**src/rtl/ca_row_writer_if.sv**
```systemverilog
// rtl/ca_row_writer_if.sv - control and buffer port-A bundle for the CA row writer
interface ca_row_writer_if #(
  parameter int ADDR_W = 19
);
  logic              iStart;
  logic [7:0]        iRule;
  logic [ADDR_W-1:0] oAddr;
  logic              oData;
  logic              oWe;
  logic [8:0]        oRow;
  logic              oBusy;
  logic              oDone;

  // Engine side: takes start/rule, drives the buffer write port and status
  modport master (
    input  iStart, iRule,
    output oAddr, oData, oWe, oRow, oBusy, oDone
  );

  // Controller/buffer side
  modport slave (
    output iStart, iRule,
    input  oAddr, oData, oWe, oRow, oBusy, oDone
  );
endinterface

```
**src/rtl/ca_row_writer.sv**
```systemverilog
// rtl/ca_row_writer.sv - elementary CA engine writing WIDTHxHEIGHT frames into port A; optional CA_LFSR_SEED_EN random seed
module ca_row_writer #(
  parameter int WIDTH  = 640,
  parameter int HEIGHT = 480,
  parameter int ADDR_W = 19
) (
  input  logic            iCLK,
  input  logic            iRST_N,
  ca_row_writer_if.master bus
);

  localparam int XW = $clog2(WIDTH);
  localparam logic [WIDTH-1:0] CENTRE_SEED = {{(WIDTH-1){1'b0}}, 1'b1} << (WIDTH / 2);

  typedef enum logic [2:0] {S_IDLE, S_INIT, S_WRITE, S_GEN, S_DONE} state_t;

  state_t            state_q, state_d;
  logic              start_q;
  logic [7:0]        rule_q, rule_d;
  logic [WIDTH-1:0]  row_q, row_d;
  logic [WIDTH-1:0]  gen_row;
  logic [XW-1:0]     x_q, x_d;
  logic [ADDR_W-1:0] addr_q, addr_d;
  logic              data_q, data_d;
  logic              we_q, we_d;
  logic [8:0]        rowcnt_q, rowcnt_d;
  logic              busy_q, busy_d;
  logic              done_q, done_d;
  logic              accept;
  logic              last_x;

`ifdef CA_LFSR_SEED_EN
  logic [31:0]       lfsr_q, lfsr_d;

  // Fibonacci LFSR x^32+x^22+x^2+x+1, free-running in every state
  always_comb begin
    lfsr_d = {lfsr_q[30:0], lfsr_q[31] ^ lfsr_q[21] ^ lfsr_q[1] ^ lfsr_q[0]};
  end

  // LFSR register
  always_ff @(posedge iCLK or negedge iRST_N) begin
    if (!iRST_N) lfsr_q <= 32'h1;
    else         lfsr_q <= lfsr_d;
  end
`endif

  // Next generation: every cell looks at its toroidal neighbours, left neighbour is index bit 2
  always_comb begin
    gen_row = '0;
    for (int i = 0; i < WIDTH; i++) begin
      gen_row[i] = rule_q[{row_q[(i + WIDTH - 1) % WIDTH], row_q[i], row_q[(i + 1) % WIDTH]}];
    end
  end

  // Sequencer: start acceptance, seed load, cell writes, generation step
  always_comb begin
    state_d  = state_q;
    rule_d   = rule_q;
    row_d    = row_q;
    x_d      = x_q;
    addr_d   = addr_q;
    rowcnt_d = rowcnt_q;
    busy_d   = busy_q;
    done_d   = done_q;
    accept   = bus.iStart & ~start_q;
    last_x   = (x_q == XW'(WIDTH - 1));
    case (state_q)
      S_IDLE, S_DONE: begin
        if (accept) begin
          rule_d   = bus.iRule;
          addr_d   = '0;
          rowcnt_d = '0;
          x_d      = '0;
          busy_d   = 1'b1;
          done_d   = 1'b0;
          state_d  = S_INIT;
        end
      end
      S_INIT: begin
`ifdef CA_LFSR_SEED_EN
        row_d = {lfsr_q[0], row_q[WIDTH-1:1]};
        if (last_x) begin
          x_d     = '0;
          state_d = S_WRITE;
        end else begin
          x_d = x_q + XW'(1);
        end
`else
        row_d   = CENTRE_SEED;
        x_d     = '0;
        state_d = S_WRITE;
`endif
      end
      S_WRITE: begin
        // The address counter walks the whole frame, so no row*WIDTH product is needed
        addr_d = addr_q + ADDR_W'(1);
        if (last_x) state_d = S_GEN;
        else        x_d = x_q + XW'(1);
      end
      S_GEN: begin
        row_d = gen_row;
        x_d   = '0;
        if (rowcnt_q == 9'(HEIGHT - 1)) begin
          busy_d  = 1'b0;
          done_d  = 1'b1;
          state_d = S_DONE;
        end else begin
          rowcnt_d = rowcnt_q + 9'd1;
          state_d  = S_WRITE;
        end
      end
      default: state_d = S_IDLE;
    endcase
    // Write strobe and data are registered alongside the address for the state being entered
    we_d   = (state_d == S_WRITE);
    data_d = we_d ? row_d[x_d] : 1'b0;
  end

  // State and output registers; reset aborts immediately
  always_ff @(posedge iCLK or negedge iRST_N) begin
    if (!iRST_N) begin
      state_q  <= S_IDLE;
      start_q  <= 1'b0;
      rule_q   <= '0;
      row_q    <= '0;
      x_q      <= '0;
      addr_q   <= '0;
      data_q   <= 1'b0;
      we_q     <= 1'b0;
      rowcnt_q <= '0;
      busy_q   <= 1'b0;
      done_q   <= 1'b0;
    end else begin
      state_q  <= state_d;
      start_q  <= bus.iStart;
      rule_q   <= rule_d;
      row_q    <= row_d;
      x_q      <= x_d;
      addr_q   <= addr_d;
      data_q   <= data_d;
      we_q     <= we_d;
      rowcnt_q <= rowcnt_d;
      busy_q   <= busy_d;
      done_q   <= done_d;
    end
  end

  assign bus.oAddr = addr_q;
  assign bus.oData = data_q;
  assign bus.oWe   = we_q;
  assign bus.oRow  = rowcnt_q;
  assign bus.oBusy = busy_q;
  assign bus.oDone = done_q;

endmodule

```
**src/flat_wrapper.sv**
```systemverilog
// flat-port wrapper written by rule: the top's interface ports become plain ports
module ca_row_writer_flat 
#(
  parameter int WIDTH  = 640,
  parameter int HEIGHT = 480,
  parameter int ADDR_W = 19
)
  (iCLK, iRST_N, bus_iStart, bus_iRule, bus_oAddr, bus_oData, bus_oWe, bus_oRow, bus_oBusy, bus_oDone);
  ca_row_writer_if #(.ADDR_W(ADDR_W)) bus_i ();
  input  logic iCLK;
  input  logic iRST_N;
  input wire logic [$bits(bus_i.iStart)-1:0] bus_iStart;
  input wire logic [$bits(bus_i.iRule)-1:0] bus_iRule;
  output wire logic [$bits(bus_i.oAddr)-1:0] bus_oAddr;
  output wire logic [$bits(bus_i.oData)-1:0] bus_oData;
  output wire logic [$bits(bus_i.oWe)-1:0] bus_oWe;
  output wire logic [$bits(bus_i.oRow)-1:0] bus_oRow;
  output wire logic [$bits(bus_i.oBusy)-1:0] bus_oBusy;
  output wire logic [$bits(bus_i.oDone)-1:0] bus_oDone;
  assign bus_i.iStart = bus_iStart;
  assign bus_i.iRule = bus_iRule;
  assign bus_oAddr = bus_i.oAddr;
  assign bus_oData = bus_i.oData;
  assign bus_oWe = bus_i.oWe;
  assign bus_oRow = bus_i.oRow;
  assign bus_oBusy = bus_i.oBusy;
  assign bus_oDone = bus_i.oDone;
  ca_row_writer #(.WIDTH(WIDTH), .HEIGHT(HEIGHT), .ADDR_W(ADDR_W)) u_core (.iCLK(iCLK), .iRST_N(iRST_N), .bus(bus_i));
endmodule
```
**config.mk**
```make
export PLATFORM = sky130hd
export DESIGN_NAME = ca_row_writer_flat
export DESIGN_NICKNAME = d
export VERILOG_FILES = /design/src/rtl/ca_row_writer_if.sv /design/src/rtl/ca_row_writer.sv /design/src/flat_wrapper.sv
export SDC_FILE = /design/constraint.sdc
export NUM_CORES = 2
export LEC_CHECK = 0
export BUFFER_PORTS_ARGS = -buffer_cell sky130_fd_sc_hd__clkbuf_2
export CELL_PAD_IN_SITES_DETAIL_PLACEMENT = 1
export CELL_PAD_IN_SITES_GLOBAL_PLACEMENT = 2
export CORE_MARGIN = 10
export CORE_UTILIZATION = 39
export CTS_CLUSTER_DIAMETER = 150
export DETAILED_ROUTE_END_ITERATION = 12
export PLACE_DENSITY = 0.85
export SLEW_MARGIN = 10
export SYNTH_ARGS = -nofsm -noshare
export SYNTH_HDL_FRONTEND = slang
export SYNTH_SLANG_ARGS = --single-unit
```
**constraint.sdc**
```tcl
create_clock -name iCLK -period 3.2 [get_ports iCLK]
set_input_delay 0.48 -clock iCLK [delete_from_list [all_inputs] [get_ports iCLK]]
set_output_delay 0.48 -clock iCLK [all_outputs]
set_load 0.03 [all_outputs]
```
# Yosys cells after proc, flatten, opt, wreduce, memory -nomap -nowiden
# Cells that the tools add are included.
# word_totals
register_bits	694
latchBits	0
mem_bits_rw	0
romBits	0
inputBits	11
out_inout_bits	32
wordCells	1978
memories	0
# op_classes
add_sub_neg	3
multipliers	0
div_mod_pow	0
order_cmp	641
n_eq_ne	10
shift	0
n_mux	1302
n_bitwise	2
n_reduce_logical	9
# op_table
cell	count
3-bit by 4-bit less-than comparator with 1-bit output (second input constant)	640
1-bit binary-select mux with 3-bit select	640
640-bit case mux with 2 select lines	1
1-bit two-way mux	646
19-bit case mux with 2 select lines	1
10-bit case mux with 3 select lines	1
10-bit two-way mux	2
19-bit by 1-bit adder with 19-bit output (second input constant)	1
19-bit two-way mux	1
9-bit two-way mux	2
9-bit case mux with 2 select lines	1
3-bit case mux with 4 select lines	1
10-bit by 11-bit less-than comparator with 1-bit output (second input constant)	1
10-bit by 1-bit adder with 10-bit output (second input constant)	1
1-bit binary-select mux with 10-bit select	1
10-bit == test (second input constant)	1
9-bit by 1-bit adder with 9-bit output (second input constant)	1
3-bit by 2-bit == test with 1-bit output (second input constant)	3
9-bit == test (second input constant)	1
3-bit two-way mux	3
3-bit AND reduction	2
2-bit by 1-bit inequality test with 1-bit output (second input constant)	2
1-bit case mux with 2 select lines	2
2-bit AND reduction	2
8 further kinds	10

# Depth between registers and ports, before layout
# logic_depth
depth_word	7
depth_mapped	18
depth_no_buf	13

# Worst setup path after synthesis
# Ideal clock, no wire load.
# synth_timing
path_kind	register to register
startpoint	register u_core.x_q[1]
endpoint	register u_core.data_q, in the netlist u_core.bus.oData
setup_ps	82
arrival_time_ps	3390
t_required_ps	3118
path_slack_ps	-272
stages_incl_launch_ff	15
path_buffers	3
period_less_slack_ps	3472
path_cell_list	dfrtp_1 -> ha_1 -> and2_1 -> clkbuf_1 -> a31oi_2 -> a221oi_1 -> buf_2 -> buf_2 -> mux2_2 -> o22a_1 -> a2111oi_1 -> a211oi_1 -> o41ai_2 -> nand2_1 -> a31oi_1
# synth_via
elab_chain_len	6
elab_cells_between_ends	11
classes_between	1 x add/sub; 2 x eq/ne; 8 x mux
# synth_rtl
item	line	source
start: declaration	ca_row_writer.sv:22	logic [XW-1:0] x_q, x_d;
start signal: assignment	ca_row_writer.sv:126	x_q <= '0;
start signal: assignment	ca_row_writer.sv:138	x_q <= x_d;
10-bit by 1-bit adder with 10-bit output / 10-bit == test (equally long branches)	ca_row_writer.sv:98, ca_row_writer.sv:66	
10-bit two-way mux	ca_row_writer.sv:97	if (last_x) state_d = S_GEN;
10-bit case mux with 3 select lines	ca_row_writer.sv:67	case (state_q)
1-bit binary-select mux with 10-bit select	ca_row_writer.sv:116	data_d = we_d ? row_d[x_d] : 1'b0;
1-bit two-way mux (implied by the code)	ca_row_writer.sv:116	
1-bit two-way mux *	ca_row_writer.sv:116	
via u_core.data_d	ca_row_writer.sv:24	logic data_q, data_d;
end signal: assignment	ca_row_writer.sv:140	data_q <= data_d;
end: declaration	ca_row_writer.sv:24	
# The timed path passes the listed nets; every way through them passes the cells marked *. The select of a mux whose other input is x is not followed.
# A chain may end at the register's enable or synchronous reset.

# Worst setup path after layout
# layout_timing
startpoint	register u_core.rule_q[6]
endpoint	register u_core.data_q, in the netlist u_core.bus.oData
# layout_via
elab_chain_len	6
elab_cells_between_ends	1284
classes_between	1284 x mux
# layout_rtl
item	line	source
start: declaration	ca_row_writer.sv:19	logic [7:0] rule_q, rule_d;
start signal: assignment	ca_row_writer.sv:136	rule_q <= rule_d;
1-bit binary-select mux with 3-bit select	ca_row_writer.sv:51	gen_row[i] = rule_q[{row_q[(i + WIDTH - 1) % WIDTH], row_q[i], row_q[(i + 1) % WIDTH]}];
1-bit two-way mux (implied by the code)	ca_row_writer.sv:51	
640-bit case mux with 2 select lines	ca_row_writer.sv:67	
via u_core.row_d[467]	ca_row_writer.sv:20	logic [WIDTH-1:0] row_q, row_d;
1-bit binary-select mux with 10-bit select	ca_row_writer.sv:116	
1-bit two-way mux (implied by the code)	ca_row_writer.sv:116	
1-bit two-way mux	ca_row_writer.sv:116	
via u_core.data_d	ca_row_writer.sv:24	
# The timed path passes the listed nets, and every way through them passes these cells. The select of a mux whose other input is x is not followed.

==> impl_metrics.csv <==
group,metric,value,unit
synthesis,postSynthCellCount,7458,
floorplan,die_h,452.9,um
routing,drtPass1Iterations,6,
job,cap_violations,0,
routing,drt_iter0_markers,9078,
sta,rsz0062_at_grt,"yes",
setup_path,required,3.86,ns
cts,cts-root-buf,"clkbuf_16",
synthesis,ys_seq_area_frac,0.2376,
setup_path,criticalPathCategory,"register to register",
placed_design,port_buffers,42,
power_and_ir_drop,power.density,1187,mW/mm2
routing,top_layer_used,"met5",
placed_design,gp_congestion,0.9072,
placed_design,dpl.hpwl,196300,um
layout,area_growth,18.05,%
hold_path,hp-class,"input port to register",
routing,wl_per_cell,30.54,um
outcome,violations,"setup timing",
setup_path,cpMostUsedCell,"buf_4",
grt,grt_usage,0.2807,
grt,antenna_found_initial,7,
synthesis,syn_avg_cell_area,9.802,um2
setup_path,cp_slowest_stage_delay,0.54,ns
hold_path,hold_depth,2,
sta,fmax,250.3,MHz
synthesis,synth.distinct_cells,90,
setup_path,start_kind,"register",
synthesis,synthSimpleGateAreaFrac,0.1258,
synthesis,yosys.area_share.xor_xnor,0.0004792,
sta,period_share,1.248,
floorplan,coreArea,0.1858,mm2
routing,wl_met3,29720,um
sta,drv_slew,0,
layout,final_area,0.08630,mm2
cts,cts_tree,"done",
synthesis,synth_top_family_by_area,"multiplexers",
synthesis,synth_fa_ha_area_frac,0.0005135,
grt,grt_pass1_vias,73290,
sta,fin_skew,0.05335,ns
setup_path,crit_cells,14,
setup_path,path_max_fanout,24,
grt,grt_overflow_total,0,
cts,ctsLongestPathBuffers,3,
setup_path,arrival,4.66,ns
sta,setup_viol,1,
synthesis,async_flop_share,1.000,
synthesis,yosysWarnings,0,
floorplan,dieArea,0.2052,mm2
placed_design,placed_area,0.08140,mm2
synthesis,synth.area.mux_share,0.3906,
cts,clk_latency,0.81,ns
synthesis,synth-edff-count,0,
floorplan,ios,43,
power_and_ir_drop,vdd_drop_max,811.7,uV
floorplan,initial_core_util,0.3934,
routing,wl_met2,142700,um
layout,layout.nets,7335,
layout,fin_util,0.4644,
placed_design,pre_cts_ws,-1.101,ns
grt,grt_max_degree,120,
routing,vias_per_cell,7.167,
sta,timing_hold_violations_final,0,
synthesis,ys.flop_type,"dfrtp_1",
cts,path_clk_slew,0.06,ns
synthesis,synth_compound_area_frac,0.1590,
setup_path,cpLargestDelayFamily,"compound AO/OA/AOI/OAI gates",
cts,cts.sinks,694,
synthesis,netlist_area,0.07310,mm2
setup_path,end_kind,"register",
routing,totalWireLength,301600,um
sta,fin_ws,-0.7950,ns
layout,nFillCells,20060,
floorplan,die_x,452.9,um
cts,cts_htree_levels,3,
floorplan,num_rows,158,
synthesis,synth.net_count,7472,
outcome,outcome,"finished, violations left",
sta,worst_pin_slew,0.9272,ns
sta,fin_crit,3.995,ns
routing,drtAntennaViolNets,0,
routing,drc_errors,0,
synthesis,ys_ff_latch,694,
setup_path,slowest_stage,"dfrtp_4",
sta,relSlewSlack,0.3754,
layout,drive_above_1_share,0.3799,
setup_path,reg2reg_depth,14,
power_and_ir_drop,p_leak,34.03,nW
setup_path,worstPathCellList,"buf_4 > buf_12 > buf_4 > mux4_2 > a22oi_1 > o21ai_0 > o211ai_1 > a21oi_2 > a2111oi_2 > nor3_2 > buf_4 > a41o_4 > nand3_4 > a31oi_1",
routing,wl_met1,110700,um
sta,hold_slack,0.05361,ns
cts,cts_inserted_buffers,93,
setup_path,crit_buf_inv,4,
grt,grt_first_pass_wirelength,460700,um
routing,vias,70780,
worst paths after layout:
path	from	endpoint	slack, ns
max	u_core.rule_q[6]$_DFFE_PN0P_	u_core.bus.oData$_DFF_PN0_	-0.80
min	bus_iStart	u_core.start_q$_DFF_PN0_	0.05
max reg2reg	u_core.rule_q[6]$_DFFE_PN0P_	u_core.bus.oData$_DFF_PN0_	-0.80
min reg2reg	u_core.bus.oAddr[18]$_DFFE_PN0P_	u_core.bus.oAddr[18]$_DFFE_PN0P_	0.51
max in group asynchronous	iRST_N	u_core.row_q[103]$_DFF_PN0_	1.84
min in group asynchronous	iRST_N	u_core.x_q[3]$_DFF_PN0_	0.32
cells by family after synthesis:
logic type               after synthesis
flip-flops                           694
multiplexers                        1374
adder cells (fa/ha/maj)                3
AO/OA/AOI/OAI                       1757
buffers and inverters               1601
XOR/XNOR                               4
AND/OR/NAND/NOR                     2025
cell usage in the layout (no fill, tap or decap), types with 53 or more instances in the layout:
| master | n |
|---|---|
| mux2i_1 | 145 |
| mux4_2 | 1179 |
| nand2_1 | 939 |
| buf_4 | 1052 |
| nand4b_1 | 80 |
| clkbuf_16 | 100 |
| nand3_1 | 166 |
| o21ai_0 | 578 |
| nor2_1 | 490 |
| a21oi_1 | 219 |
| a22o_1 | 121 |
| dfrtp_1 | 683 |
| a22oi_1 | 346 |
| inv_1 | 53 |
| buf_12 | 148 |
| nor3b_1 | 94 |
routing by layer:
metal / track usage / vias up
met1: 0.3595 / 36940
met4: 0.1593 / 6
met2: 0.4427 / 4648
met3: 0.05685 / 1082
li1: - / 28100
met5: 0 / -
registers in the layout, indices dropped and copies added, names as in the netlist:
signal,count
u_core.state_q,3
u_core.x_q,10
u_core.start_q,1
u_core.bus.oDone,1
u_core.bus.oRow,9
u_core.bus.oWe,1
u_core.bus.oBusy,1
u_core.row_q,640
u_core.bus.oData,1
u_core.bus.oAddr,19
u_core.rule_q,8
through the flow:
step                   TNS (ns)  cells  total power (W)
global route            -0.8614   9874           0.1065
detailed placement       -1.101   9644          0.08601
finish                  -0.7950   9876           0.1024
CTS                     -0.6486   9848          0.09909
floorplan           -0.00004619   7458          0.06061
global placement         -1.107   9644          0.08295
timing repair:
| item | CTS | global route |
|---|---|---|
| setup buffers | 24 | 21 |
| pin swaps | 17 | 41 |
| hold endpoints to repair | 42 | 0 |
| resized for setup | 85 | 123 |
| gates cloned | 5 | 5 |
| hold buffers | 9 | 0 |
| setup endpoints to repair | 1 | 1 |
area by class of cell:
| class | count | area [um2] | area share |
|---|---|---|---|
| clock inverter | 29 | 446.7 | 0.005176 |
| inverter | 61 | 257.7 | 0.002987 |
| antenna | 4 | 10.01 | 0.0001160 |
| clock buffer | 137 | 2715 | 0.03146 |
| multi-input combinational | 5163 | 50220 | 0.5819 |
| timing repair buffer | 1308 | 12140 | 0.1407 |
| tap | 2480 | 3103 | 0.03596 |
| sequential | 694 | 17410 | 0.2017 |
synthesized netlist by cell type (121+ instances only):
master,n,share of area
clkbuf_1,1247,0.064
mux4_2,1179,0.36
nand2_1,945,0.049
dfrtp_1,694,0.24
o21ai_0,603,0.041
nor2_1,495,0.025
a22oi_1,348,0.036
a21oi_1,227,0.016
nand3_1,170,0.012
mux2i_1,155,0.021
buf_1,141,0.0072
a22o_1,121,0.014
worst register-to-register path, delay by kind of cell (launching register included):
| kind | cells | cell delay, ns |
|---|---|---|
| AND/OR/NAND/NOR | 2 | 0.27 |
| buffers and inverters | 4 | 0.80 |
| AO/OA/AOI/OAI | 7 | 1.76 |
| flip-flops | 1 | 0.54 |
| multiplexers | 1 | 0.49 |
report_power, final:
part,total (W),internal (W),switching [W]
clock,0.0115,0.00660,0.00488
sequential,0.0181,0.0115,0.00660
combinational,0.0728,0.0370,0.0358
No activity file was read; power rests on OpenSTA's default activity.
